==> src/rtl/irda_sip_sched_if.sv <==
// Signal bundle between the fast-mode SIP scheduler and the host, transmitter and SIP generator.
// The master side drives the scheduler's inputs; the slave modport is the scheduler itself.
interface irda_sip_sched_if;
  logic fast_enable;
  logic tick_i;
  logic tx_busy_i;
  logic sw_sip_req_i;
  logic sip_end_i;
  logic err_clr_i;
  logic sip_o;
  logic tx_hold_o;
  logic sip_err_o;

  modport master (
    output fast_enable, tick_i, tx_busy_i, sw_sip_req_i, sip_end_i, err_clr_i,
    input  sip_o, tx_hold_o, sip_err_o
  );

  modport slave (
    input  fast_enable, tick_i, tx_busy_i, sw_sip_req_i, sip_end_i, err_clr_i,
    output sip_o, tx_hold_o, sip_err_o
  );
endinterface

==> src/rtl/irda_sip_sched.sv <==
// Fast-mode SIP scheduler: requests a SIP on mode entry, periodically and on software demand,
// waits for an idle transmitter, then waits for the generator's end indication under a watchdog.
module irda_sip_sched #(
  parameter int unsigned SIP_INTERVAL = 500000,
  parameter int unsigned CNT_W        = 20,
  parameter int unsigned WD_CYCLES    = 511,
  parameter int unsigned WD_W         = 9
) (
  input logic             clk,
  input logic             wb_rst_i,
  irda_sip_sched_if.slave bus
);

  typedef enum logic [1:0] {StIdle, StPend, StReq, StWaitEnd} state_e;

  localparam logic [CNT_W-1:0] CntLast = CNT_W'(SIP_INTERVAL - 1);
  localparam logic [WD_W-1:0]  WdLast  = WD_W'(WD_CYCLES);

  state_e           r_state, w_state_d;
  logic [CNT_W-1:0] r_cnt, w_cnt_d;
  logic [WD_W-1:0]  r_wd, w_wd_d;
  logic             r_sw_flag, w_sw_flag_d;
  logic             r_sip, r_hold, r_err;
  logic             r_fe_prev, r_end_prev;
  logic             w_fe_rise, w_end_rise, w_expire, w_timeout, w_err_set;

  always_comb begin
    w_fe_rise   = bus.fast_enable & ~r_fe_prev;
    w_end_rise  = bus.sip_end_i & ~r_end_prev;
    w_expire    = bus.tick_i && (r_cnt == CntLast);
    w_timeout   = (r_wd == WdLast);
    w_state_d   = r_state;
    w_cnt_d     = r_cnt;
    w_wd_d      = r_wd;
    w_sw_flag_d = r_sw_flag;
    w_err_set   = 1'b0;

    if (!bus.fast_enable) begin
      w_state_d   = StIdle;
      w_cnt_d     = '0;
      w_wd_d      = '0;
      w_sw_flag_d = 1'b0;
    end else if (w_fe_rise) begin
      w_state_d = StPend;
    end else begin
      unique case (r_state)
        StIdle: begin
          if (w_expire) begin
            w_cnt_d   = '0;
            w_state_d = StPend;
          end else if (bus.tick_i) begin
            w_cnt_d = r_cnt + CNT_W'(1);
          end
          // Expiry and a software request together still yield a single SIP.
          if (bus.sw_sip_req_i || r_sw_flag) begin
            w_state_d   = StPend;
            w_sw_flag_d = 1'b0;
          end
        end
        StPend: begin
          if (!bus.tx_busy_i) w_state_d = StReq;
        end
        StReq: begin
          w_wd_d    = '0;
          w_state_d = StWaitEnd;
          if (bus.sw_sip_req_i) w_sw_flag_d = 1'b1;
        end
        StWaitEnd: begin
          if (bus.sw_sip_req_i) w_sw_flag_d = 1'b1;
          // The end edge takes priority over a coincident watchdog expiry.
          if (w_end_rise) begin
            w_state_d = StIdle;
            w_cnt_d   = '0;
          end else if (w_timeout) begin
            w_err_set = 1'b1;
            w_state_d = StIdle;
            w_cnt_d   = '0;
          end else begin
            w_wd_d = r_wd + WD_W'(1);
          end
        end
        default: w_state_d = StIdle;
      endcase
    end
  end

  always_ff @(posedge clk or posedge wb_rst_i) begin
    if (wb_rst_i) begin
      r_state    <= StIdle;
      r_cnt      <= '0;
      r_wd       <= '0;
      r_sw_flag  <= 1'b0;
      r_sip      <= 1'b0;
      r_hold     <= 1'b0;
      r_err      <= 1'b0;
      // Preset high so an enable already asserted across reset is not seen as a fresh rise.
      r_fe_prev  <= 1'b1;
      r_end_prev <= 1'b0;
    end else begin
      r_state    <= w_state_d;
      r_cnt      <= w_cnt_d;
      r_wd       <= w_wd_d;
      r_sw_flag  <= w_sw_flag_d;
      r_sip      <= (w_state_d == StReq);
      r_hold     <= (w_state_d != StIdle);
      r_err      <= w_err_set | (r_err & ~bus.err_clr_i);
      r_fe_prev  <= bus.fast_enable;
      r_end_prev <= bus.sip_end_i;
    end
  end

  assign bus.sip_o     = r_sip;
  assign bus.tx_hold_o = r_hold;
  assign bus.sip_err_o = r_err;

endmodule

==> src/flat_wrapper.sv <==
// flat-port wrapper written by rule: the top's interface ports become plain ports
module irda_sip_sched_flat 
#(
  parameter int unsigned SIP_INTERVAL = 500000,
  parameter int unsigned CNT_W        = 20,
  parameter int unsigned WD_CYCLES    = 511,
  parameter int unsigned WD_W         = 9
)
  (clk, wb_rst_i, bus_fast_enable, bus_tick_i, bus_tx_busy_i, bus_sw_sip_req_i, bus_sip_end_i, bus_err_clr_i, bus_sip_o, bus_tx_hold_o, bus_sip_err_o);
  irda_sip_sched_if bus_i ();
  input logic clk;
  input logic wb_rst_i;
  input wire logic [$bits(bus_i.fast_enable)-1:0] bus_fast_enable;
  input wire logic [$bits(bus_i.tick_i)-1:0] bus_tick_i;
  input wire logic [$bits(bus_i.tx_busy_i)-1:0] bus_tx_busy_i;
  input wire logic [$bits(bus_i.sw_sip_req_i)-1:0] bus_sw_sip_req_i;
  input wire logic [$bits(bus_i.sip_end_i)-1:0] bus_sip_end_i;
  input wire logic [$bits(bus_i.err_clr_i)-1:0] bus_err_clr_i;
  output wire logic [$bits(bus_i.sip_o)-1:0] bus_sip_o;
  output wire logic [$bits(bus_i.tx_hold_o)-1:0] bus_tx_hold_o;
  output wire logic [$bits(bus_i.sip_err_o)-1:0] bus_sip_err_o;
  assign bus_i.fast_enable = bus_fast_enable;
  assign bus_i.tick_i = bus_tick_i;
  assign bus_i.tx_busy_i = bus_tx_busy_i;
  assign bus_i.sw_sip_req_i = bus_sw_sip_req_i;
  assign bus_i.sip_end_i = bus_sip_end_i;
  assign bus_i.err_clr_i = bus_err_clr_i;
  assign bus_sip_o = bus_i.sip_o;
  assign bus_tx_hold_o = bus_i.tx_hold_o;
  assign bus_sip_err_o = bus_i.sip_err_o;
  irda_sip_sched #(.SIP_INTERVAL(SIP_INTERVAL), .CNT_W(CNT_W), .WD_CYCLES(WD_CYCLES), .WD_W(WD_W)) u_core (.clk(clk), .wb_rst_i(wb_rst_i), .bus(bus_i));
endmodule
==> config.mk <==
export PLATFORM = sky130hd
export DESIGN_NAME = irda_sip_sched_flat
export DESIGN_NICKNAME = d
export VERILOG_FILES = /design/src/rtl/irda_sip_sched_if.sv /design/src/rtl/irda_sip_sched.sv /design/src/flat_wrapper.sv
export SDC_FILE = /design/constraint.sdc
export NUM_CORES = 1
export LEC_CHECK = 0
export ABC_AREA = 1
export CAP_MARGIN = 20
export CORE_ASPECT_RATIO = 0.6
export CORE_MARGIN = 4
export CORE_UTILIZATION = 45
export CTS_CLUSTER_SIZE = 8
export DETAILED_ROUTE_END_ITERATION = 8
export DONT_BUFFER_PORTS = 1
export GPL_TIMING_DRIVEN = 0
export PLACE_DENSITY = 0.71
export SYNTH_ARGS = -nofsm -noshare
export SYNTH_HDL_FRONTEND = slang
export SYNTH_SLANG_ARGS = --single-unit
==> constraint.sdc <==
create_clock -name clk -period 2.8 [get_ports clk]
set_input_delay 0.28 -clock clk [delete_from_list [all_inputs] [get_ports clk]]
set_output_delay 0.28 -clock clk [all_outputs]
set_load 0.1 [all_outputs]
==> impl_table.tex, run 1 <==
\begin{tabular}{lr}
\hline
Metric & Value \\
\hline
\multicolumn{2}{l}{\textbf{CTS}} \\
\quad Sink Count & 37 \\
\quad TritonCTS clock tree & built \\
\quad Clk Latency, worst-skew pair & 0.29 ns \\
\quad Hold buffers post-CTS & 1 \\
\quad Clock H-tree levels & 2 \\
\quad Num CTS Buffers & 5 \\
\quad Number of buffers between clock root and the deepest sink & 2 \\
\quad Worst-path clk slew & 0.08 ns \\
\quad Root Buffer Master & sky130\_fd\_sc\_hd\_\_clkbuf\_8 \\
\quad Post-CTS sizing & 0 \\
\quad Post-CTS Repair Setup Buffers & 0 \\
\multicolumn{2}{l}{\textbf{Worst setup path}} \\
\quad Worst reg2reg path depth & 12 \\
\quad Crit path capture & u\_core.r\_cnt[8]\$\_DFFE\_PP0P\_ \\
\quad Startpoint of the lowest-slack register-to-register path & u\_core.r\_wd[0]\$\_DFFE\_PP0P\_ \\
\quad Required time at the endpoint of the critical path & 2.99 ns \\
\quad Reg2reg setup slack & 0.71 ns \\
\quad First element of the critical path & u\_core.r\_wd[0]\$\_DFFE\_PP0P\_ \\
\quad Kind of end point of the critical path & register \\
\quad Critical Path Fanout Max & 10 \\
\quad Arrival time at the worst endpoint & 2.28 ns \\
\quad Worst reg2reg endpoint & u\_core.r\_cnt[8]\$\_DFFE\_PP0P\_ \\
\quad Startpoint-to-endpoint class of the critical path & register to register \\
\quad Startpoint type of the worst setup path & register \\
\multicolumn{2}{l}{\textbf{STA}} \\
\quad Transition at the pin with the smallest max-transition slack & 0.9063 ns \\
\quad Final worst path period need & 2.092 ns \\
\quad Final hold violation count & 0 \\
\quad RSZ-0062 raised after global routing & false \\
\quad Achievable frequency & 0.4780 GHz \\
\quad Setup\_tns & 0 ns \\
\quad Worst max-slew margin expressed relative to the limit & 39.58\% \\
\quad Final-report max-slew violation count & 0 \\
\quad Fin Clk Skew & 0.002396 ns \\
\quad Final worst-path cycle share & 74.71\% \\
\quad Final setup violation count & 0 \\
\multicolumn{2}{l}{\textbf{Synthesis}} \\
\quad Cell types with the highest counts after synthesis & sky130\_fd\_sc\_hd\_\_nand2\_1, sky130\_fd\_sc\_hd\_\_nor2\_1, sky130\_fd\_sc\_hd\_\_dfrtp\_1 \\
\quad Sequential-to-total area share from yosys stat & 42.66\% \\
\quad Cells taking the most area after synthesis & sky130\_fd\_sc\_hd\_\_dfrtp\_1, sky130\_fd\_sc\_hd\_\_nand2\_1, sky130\_fd\_sc\_hd\_\_nor2\_1 \\
\quad Area share of the leading cell type in the synthesized netlist & 41.45\% \\
\quad Yosys cell types & 31 \\
\quad Async set-reset flop share out of synthesis & 100.0\% \\
\quad Post-synth EDFFs & 0 \\
\quad Syn Area/Cell & 7.818 um2 \\
\quad Post-synth design cell area & 2173 um2 \\
\quad Cell type with the largest total area after synthesis & sky130\_fd\_sc\_hd\_\_dfrtp\_1 \\
\quad Number of synthesized register bits & 37 \\
\quad Flip-flop cell with the highest count after synthesis & sky130\_fd\_sc\_hd\_\_dfrtp\_1 \\
\quad Post-Syn Nets & 289 \\
\quad Synth warnings & 0 \\
\quad Number of cells produced by synthesis & 278 \\
\quad Most common cell in the netlist & sky130\_fd\_sc\_hd\_\_nand2\_1 \\
\multicolumn{2}{l}{\textbf{Layout}} \\
\quad Proportion of layout cells with a drive suffix above 1 & 14.98\% \\
\quad Core occupancy in the finished layout & 51.25\% \\
\quad Max reg flops & 20 \\
\quad Biggest registers after layout & u\_core.r\_cnt x20, u\_core.r\_wd x9, u\_core.r\_state x2 \\
\quad Biggest register & u\_core.r\_cnt \\
\quad Diode count & 0 \\
\quad Fill count & 439 \\
\quad Area added between synthesis and finish & 8.751\% \\
\quad Fin cells & 350 \\
\quad Number of nets in the final layout & 297 \\
\multicolumn{2}{l}{\textbf{Route}} \\
\quad DRC violations left & 0 \\
\quad DRT Wirelength & 4.664 mm \\
\quad Detail Route Antenna Nets & 0 \\
\quad Number of DRC markers in iteration 0 & 80 \\
\quad Via count of the routed design & 1787 \\
\quad Number of iterations in the first detailed-routing pass & 4 \\
\quad Routed len/inst & 13.33 um \\
\quad DR vias/cell & 5.106 \\
\multicolumn{2}{l}{\textbf{GRT}} \\
\quad Number of global-route vias before repair & 1641 \\
\quad Global-route total usage across every layer & 17.23\% \\
\quad Wire length of the first global-routing pass & 8.217 mm \\
\quad Maximum number of pins on one net before global-route repair & 38 \\
\quad Number of antenna violations at the first check in global routing & 0 \\
\quad Gr ovfl total & 0 \\
\multicolumn{2}{l}{\textbf{Floorplan}} \\
\quad Std-Cell Rows & 19 \\
\quad Standard cell core area & 4612 um2 \\
\quad Starting Density & 47.12\% \\
\quad Number of placed I/O pins & 11 \\
\quad Chip Width & 97.72 um \\
\quad Vertical extent of the die & 61.83 um \\
\quad DIE AREA & 6042 um2 \\
\multicolumn{2}{l}{\textbf{Worst hold path}} \\
\quad Min-delay worst type & input pin to async pin \\
\multicolumn{2}{l}{\textbf{Power}} \\
\quad Power per standard cell area & 482.4 nW/um2 \\
\quad Static leakage & 1.151 nW \\
\quad Maximum vdd ir drop & 0.1731 mV \\
\multicolumn{2}{l}{\textbf{Run status}} \\
\quad Run status & finished, final reports clean \\
\multicolumn{2}{l}{\textbf{Flow run}} \\
\quad Number of violations of the max-capacitance limit & 0 \\
\multicolumn{2}{l}{\textbf{Placement}} \\
\quad Number of instances in the placed design & 341 \\
\quad HPWL after detailed placement & 3.420 mm \\
\quad Buffers added on ports & 0 \\
\quad Routability Congestion & 0.8086 \\
\hline
\end{tabular}
-- final cells by class --
cell class	count	area (um2)	share of cell area [%]
Sequential cell	37	927.1	39.23
Tap cell	63	78.83	3.335
Buffer	3	36.28	1.535
Clock inverter	1	5.005	0.2118
Inverter	33	123.9	5.241
Multi-Input combinational cell	205	1086	45.95
Timing Repair Buffer	1	10.01	0.4235
Clock buffer	7	96.34	4.076
-- through the flow --
stage / area [um2] / total power, W / setup slack, ns / hold WS, ns
after global routing: 2364 / 0.001185 / 0.5355 / 0.0008649
after CTS: 2364 / 0.001145 / 0.7276 / 0.008376
after floorplan: 2173 / 0.0006982 / 1.022 / 0.2845
after global placement: 2252 / 0.0007235 / 0.7836 / 0.2851
after detailed placement: 2252 / 0.0007272 / 0.7529 / 0.2851
final: 2364 / 0.001140 / 0.7082 / 0.009646
-- where the power goes --
group | leakage (nW) | internal (W) | total (W) | switching, W
Combinational | 0.595 | 0.0000408 | 0.000127 | 0.0000861
Sequential | 0.501 | 0.000555 | 0.000591 | 0.0000366
Clock | 0.0542 | 0.000223 | 0.000422 | 0.000199
Total | 1.15 | 0.000818 | 0.00114 | 0.000322
-- metal layers --
| layer | track usage, % | wire (um) |
|---|---|---|
| met1 | 26.84 | 2475 |
| met2 | 24.15 | 1792 |
| met3 | 4.125 | 345 |
| met4 | 3.550 | 51 |
| met5 | 0 | 0 |
-- worst max-delay path, stage by stage (launching register included) --
cell	delay, ns
sky130_fd_sc_hd__dfrtp_1	0.39
sky130_fd_sc_hd__ha_1	0.18
sky130_fd_sc_hd__nand2_1	0.09
sky130_fd_sc_hd__nor3_1	0.28
sky130_fd_sc_hd__ha_1	0.25
sky130_fd_sc_hd__a21oi_2	0.07
sky130_fd_sc_hd__nand2_1	0.08
sky130_fd_sc_hd__nand3_2	0.10
sky130_fd_sc_hd__buf_12	0.18
sky130_fd_sc_hd__nor2_4	0.09
sky130_fd_sc_hd__nand2_1	0.09
sky130_fd_sc_hd__nor2_1	0.12
sky130_fd_sc_hd__nor2_2	0.05
-- cell families after synthesis --
family / share of synthesized area (%)
buffers and inverters: 7.368
XOR/XNOR: 3.224
adder cells (fa/ha/maj): 1.727
AO/OA/AOI/OAI: 6.966
flip-flops: 42.66
AND/OR/NAND/NOR: 38.05
-- how the worst min path moves through the flow --
| stage | start | end | slack, ns | cells after the start |
|---|---|---|---|---|
| after detailed placement | bus_fast_enable | u_core.r_fe_prev$_DFF_PP1_ | 0.29 | 0 |
| after global placement | bus_fast_enable | u_core.r_fe_prev$_DFF_PP1_ | 0.29 | 0 |
| after floorplan | bus_fast_enable | u_core.r_fe_prev$_DFF_PP1_ | 0.28 | 0 |
| final | wb_rst_i | u_core.r_cnt[15]$_DFFE_PP0P_ | 0.01 | 1 |
| after global routing | bus_sip_end_i | u_core.r_end_prev$_DFF_PP0_ | 0.0009 | 0 |
| after CTS | bus_sip_end_i | u_core.r_end_prev$_DFF_PP0_ | 0.008 | 0 |
-- cell usage in the layout, fill, tap and decap left out, types with 3 or more instances in the layout --
master	instances
sky130_fd_sc_hd__a21oi_1	7
sky130_fd_sc_hd__clkbuf_8	7
sky130_fd_sc_hd__dfrtp_1	36
sky130_fd_sc_hd__ha_1	3
sky130_fd_sc_hd__inv_1	28
sky130_fd_sc_hd__inv_2	5
sky130_fd_sc_hd__nand2_1	66
sky130_fd_sc_hd__nand2_2	5
sky130_fd_sc_hd__nand3_1	27
sky130_fd_sc_hd__nand3_2	5
sky130_fd_sc_hd__nand4_1	5
sky130_fd_sc_hd__nor2_1	41
sky130_fd_sc_hd__nor2_2	8
sky130_fd_sc_hd__nor3_1	5
sky130_fd_sc_hd__o21ai_0	10
sky130_fd_sc_hd__xnor2_1	3
sky130_fd_sc_hd__xor2_1	5
(Power assumes the default switching activity.)
==> run 2, diff against run 1 <==
--- a/config.mk
+++ b/config.mk
@@ -14,7 +14,7 @@
 export DETAILED_ROUTE_END_ITERATION = 8
 export DONT_BUFFER_PORTS = 1
 export GPL_TIMING_DRIVEN = 0
-export PLACE_DENSITY = 0.71
+export PLACE_DENSITY = 0.73
 export SYNTH_ARGS = -nofsm -noshare
 export SYNTH_HDL_FRONTEND = slang
 export SYNTH_SLANG_ARGS = --single-unit
==> constraint.sdc (replaced) <==
create_clock -name clk -period 1.7 [get_ports clk]
set_input_delay 0.17 -clock clk [delete_from_list [all_inputs] [get_ports clk]]
set_output_delay 0.17 -clock clk [all_outputs]
set_load 0.1 [all_outputs]
==> run 2 against run 1 <==
Clock skew up 0.0089 ns; fmax rose by 9.0%; critical path type unchanged; power rose by 72%; cell count rose by 7.1%; the run now ends with setup timing left.
==> impl_table.tex, run 2 (synthesized netlist as in run 1, its figures left out) <==
\begin{tabular}{lr}
\hline
Metric & Value \\
\hline
\multicolumn{2}{l}{\textbf{Run status}} \\
\quad Run status & finished, violations left \\
\quad Violations in the final reports & setup timing \\
\multicolumn{2}{l}{\textbf{Worst setup path}} \\
\quad Critical path, cell by cell & nand2\_2 -> inv\_2 -> nand3\_4 -> nor3\_4 -> ha\_4 -> a21oi\_4 -> nand2\_2 -> nand3\_4 -> buf\_12 -> buf\_4 -> nor2\_4 -> nand2\_1 -> nand2\_2 -> nor2\_1 \\
\quad Top delay family on crit path & simple AND/OR/NAND/NOR gates \\
\quad Critical path depth in cells & 14 (+2) \\
\quad Most frequent cell on the critical path & sky130\_fd\_sc\_hd\_\_nand2\_2 \\
\quad Startpoint type of the worst setup path & register \\
\quad Worst path max stage delay & 0.38 ns (about the same) \\
\quad Critical Path Fanout Max & 5 (-5) \\
\quad Arrival time at the worst endpoint & 2.11 ns (-0.17 ns) \\
\quad Buffers and inverters on the worst path & 3 (+2) \\
\quad Critical Path Slowest Stage Cell & sky130\_fd\_sc\_hd\_\_dfrtp\_1 \\
\quad Worst reg2reg path depth & 14 (+2) \\
\quad Kind of end point of the critical path & register \\
\quad Startpoint-to-endpoint class of the critical path & register to register \\
\quad Required time at the endpoint of the critical path & 1.89 ns (-1.10 ns) \\
\multicolumn{2}{l}{\textbf{Power}} \\
\quad Final Total Pwr & 0.001965 W (+72\%) \\
\quad Static leakage & 1.349 nW (+17\%) \\
\quad Switching part of the total & 30.85\% (+2.6 points) \\
\quad Maximum vdd ir drop & 0.4617 mV (+170\%) \\
\quad Sequential group share of total power & 49.7\% (-2.2 points) \\
\quad Clock power share & 31.4\% (-5.6 points) \\
\quad Cell-internal power & 0.001359 W (+66\%) \\
\quad Power per standard cell area & 687.1 nW/um2 (+42\%) \\
\quad Psw & 0.0006063 W (+88\%) \\
\quad Power share of the combinational group & 18.9\% (+7.8 points) \\
\multicolumn{2}{l}{\textbf{Route}} \\
\quad Routed len/inst & 15.45 um (+16\%) \\
\quad Number of DRC markers in iteration 0 & 149 (+86\%) \\
\quad Detail Route Antenna Nets & 0 (unchanged) \\
\quad DRC violations left & 0 (unchanged) \\
\quad Number of iterations in the first detailed-routing pass & 6 (+2) \\
\quad Via count of the routed design & 2041 (+14\%) \\
\quad DRT Wirelength & 5.795 mm (+24\%) \\
\quad DR vias/cell & 5.443 (+6.6\%) \\
\multicolumn{2}{l}{\textbf{GRT}} \\
\quad Maximum number of pins on one net before global-route repair & 38 (unchanged) \\
\quad Gr ovfl total & 0 (unchanged) \\
\quad Met2 usage & 30.38\% (+6.2 points) \\
\quad GRT met3 Usage & 6.243\% (+2.1 points) \\
\quad Number of global-route vias before repair & 1865 (+14\%) \\
\quad Global-route total usage across every layer & 19.45\% (+2.2 points) \\
\quad Fraction of met1 tracks used by global routing & 26.85\% (about the same) \\
\quad Wire length of the first global-routing pass & 9.121 mm (+11\%) \\
\quad Number of antenna violations at the first check in global routing & 0 (unchanged) \\
\quad Gr busiest metal & met2 \\
\multicolumn{2}{l}{\textbf{Floorplan}} \\
\quad Chip Width & 97.72 um (unchanged) \\
\quad Number of placed I/O pins & 11 (unchanged) \\
\quad Starting Density & 47.12\% (unchanged) \\
\quad Vertical extent of the die & 61.83 um (unchanged) \\
\quad DIE AREA & 6042 um2 (unchanged) \\
\quad Std-Cell Rows & 19 (unchanged) \\
\quad Standard cell core area & 4612 um2 (unchanged) \\
\multicolumn{2}{l}{\textbf{Placement}} \\
\quad HPWL after detailed placement & 3.486 mm (+1.9\%) \\
\quad Buffers added on ports & 0 (unchanged) \\
\quad Routability Congestion & 0.8607 (+6.4\%) \\
\multicolumn{2}{l}{\textbf{CTS}} \\
\quad Root Buffer Master & sky130\_fd\_sc\_hd\_\_clkbuf\_8 \\
\quad Sink Count & 37 (unchanged) \\
\quad Clock H-tree levels & 2 (unchanged) \\
\quad Number of buffers between clock root and the deepest sink & 2 (unchanged) \\
\quad TritonCTS clock tree & built \\
\quad Worst-path clk slew & 0.08 ns (about the same) \\
\quad Num CTS Buffers & 5 (unchanged) \\
\quad Clk Latency, worst-skew pair & 0.29 ns (about the same) \\
\multicolumn{2}{l}{\textbf{Layout}} \\
\quad Number of nets in the final layout & 322 (+8.4\%) \\
\quad Register cell area after layout & 928.4 um2 (+0.13\%) \\
\quad Max reg flops & 20 (unchanged) \\
\quad Most used cells in the layout excluding fill and tap cells & sky130\_fd\_sc\_hd\_\_nand2\_1, sky130\_fd\_sc\_hd\_\_nor2\_1, sky130\_fd\_sc\_hd\_\_dfrtp\_1 \\
\quad Most common cell after layout, fill and taps aside & sky130\_fd\_sc\_hd\_\_nand2\_1 \\
\quad Diode count & 0 (unchanged) \\
\quad Area used by multi-input combinational logic & 1338 um2 (+23\%) \\
\quad Fill count & 378 (-14\%) \\
\quad Biggest registers after layout & u\_core.r\_cnt x20, u\_core.r\_wd x9, u\_core.r\_state x2 \\
\quad Biggest register & u\_core.r\_cnt \\
\quad Area added between synthesis and finish & 31.61\% \\
\quad Proportion of layout cells with a drive suffix above 1 & 32.05\% (+17 points) \\
\quad Core occupancy in the finished layout & 62.02\% (+11 points) \\
\multicolumn{2}{l}{\textbf{STA}} \\
\quad Final worst path period need & 1.919 ns (-0.1731 ns) \\
\quad Fin Clk Skew & 0.01128 ns (+0.008886 ns) \\
\quad Final hold violation count & 0 (unchanged) \\
\quad RSZ-0062 raised after global routing & true \\
\quad Final hold slack & 0.1234 ns (+0.1138 ns) \\
\quad Worst max-slew margin expressed relative to the limit & 40.23\% (+0.65 points) \\
\quad Final-report max-slew violation count & 0 (unchanged) \\
\quad Transition at the pin with the smallest max-transition slack & 0.8966 ns (-0.009770 ns) \\
\quad Achievable frequency & 0.5212 GHz (+9.0\%) \\
\quad Final worst-path cycle share & 112.9\% (+38 points) \\
\quad Final worst-path setup slack & -0.2187 ns (-0.9269 ns) \\
\quad Final setup violation count & 29 (+29) \\
\multicolumn{2}{l}{\textbf{Worst hold path}} \\
\quad Cell count of the worst hold path & 3 \\
\quad Min-delay worst type & input pin to register \\
\multicolumn{2}{l}{\textbf{Flow run}} \\
\quad Number of violations of the max-capacitance limit & 0 (unchanged) \\
\hline
\end{tabular}
[run 2: cell count changes in the layout (fill, tap and decap cells not counted), sizes merged]
cell / previous run / this run
clkbuf: 7 / 6
dlygate4sd3: 1 / 4
clkinv: 1 / 3
buf: 3 / 24
inv: 33 / 32
nand2: 72 / 73
[run 2: final timing paths]
kind	startpoint	to	slack, ns
max in group asynchronous	wb_rst_i	u_core.r_wd[6]$_DFFE_PP0P_	0.68
max	u_core.r_wd[5]$_DFFE_PP0P_	u_core.r_cnt[9]$_DFFE_PP0P_	-0.22
min	bus_sip_end_i	u_core.bus.sip_err_o$_DFF_PP0_	0.12
min in group asynchronous	wb_rst_i	u_core.r_state[1]$_DFF_PP0_	0.48
max reg2reg	u_core.r_wd[5]$_DFFE_PP0P_	u_core.r_cnt[9]$_DFFE_PP0P_	-0.22
min reg2reg	u_core.r_sw_flag$_DFFE_PP0P_	u_core.r_sw_flag$_DFFE_PP0P_	0.53
[run 2: final cells by class]
class / count / share of cell area, %
clock buffers: 6 / 2.537
flip-flops and latches: 37 / 32.46
plain buffers: 3 / 1.400
inverters: 33 / 5.031
multi-input cells: 206 / 46.76
clock inverters: 2 / 0.3500
repair buffers: 25 / 8.705
well taps: 63 / 2.756
[run 2: repair_timing]
item,in CTS,in global routing
setup endpoints to repair,26,33
hold endpoints to repair,39,0
pin swaps,13,14
hold buffers,4,0
gates cloned,2,1
gates resized for setup,30,37
setup buffers,13,6
[run 2: metrics by stage]
step	worst slack, ns	std cells	setup TNS, ns	cell area [um2]
after floorplan	-0.003253	278	-0.004890	2191
after global placement	-0.2059	341	-3.193	2270
after detailed placement	-0.2565	341	-4.042	2270
after CTS	-0.2251	368	-3.542	2640
after global routing	-0.3255	375	-7.056	2860
final	-0.2187	375	-3.819	2860
[run 2: routing by layer]
layer	vias to the layer above	wire length (um)
met5	-	0
met2	72	2569
met1	1002	2709
met3	8	434
li1	959	-
met4	0	82
[run 2: worst reg2reg max path, cell delays in order (launching register included)]
cell,delay [ns]
sky130_fd_sc_hd__dfrtp_1,0.38
sky130_fd_sc_hd__nand2_2,0.08
sky130_fd_sc_hd__inv_2,0.08
sky130_fd_sc_hd__nand3_4,0.07
sky130_fd_sc_hd__nor3_4,0.23
sky130_fd_sc_hd__ha_4,0.19
sky130_fd_sc_hd__a21oi_4,0.04
sky130_fd_sc_hd__nand2_2,0.08
sky130_fd_sc_hd__nand3_4,0.10
sky130_fd_sc_hd__buf_12,0.17
sky130_fd_sc_hd__buf_4,0.14
sky130_fd_sc_hd__nor2_4,0.08
sky130_fd_sc_hd__nand2_1,0.08
sky130_fd_sc_hd__nand2_2,0.07
sky130_fd_sc_hd__nor2_1,0.03
[run 2: power by group through the flow]
stage	Combinational, W	Sequential (W)	Clock [W]
final	0.000371	0.000978	0.000617
after global routing	0.000402	0.000981	0.000661
after CTS	0.000302	0.000972	0.000622
after detailed placement	0.000207	0.000990	0
after global placement	0.000203	0.000989	0
after floorplan	0.000168	0.000983	0
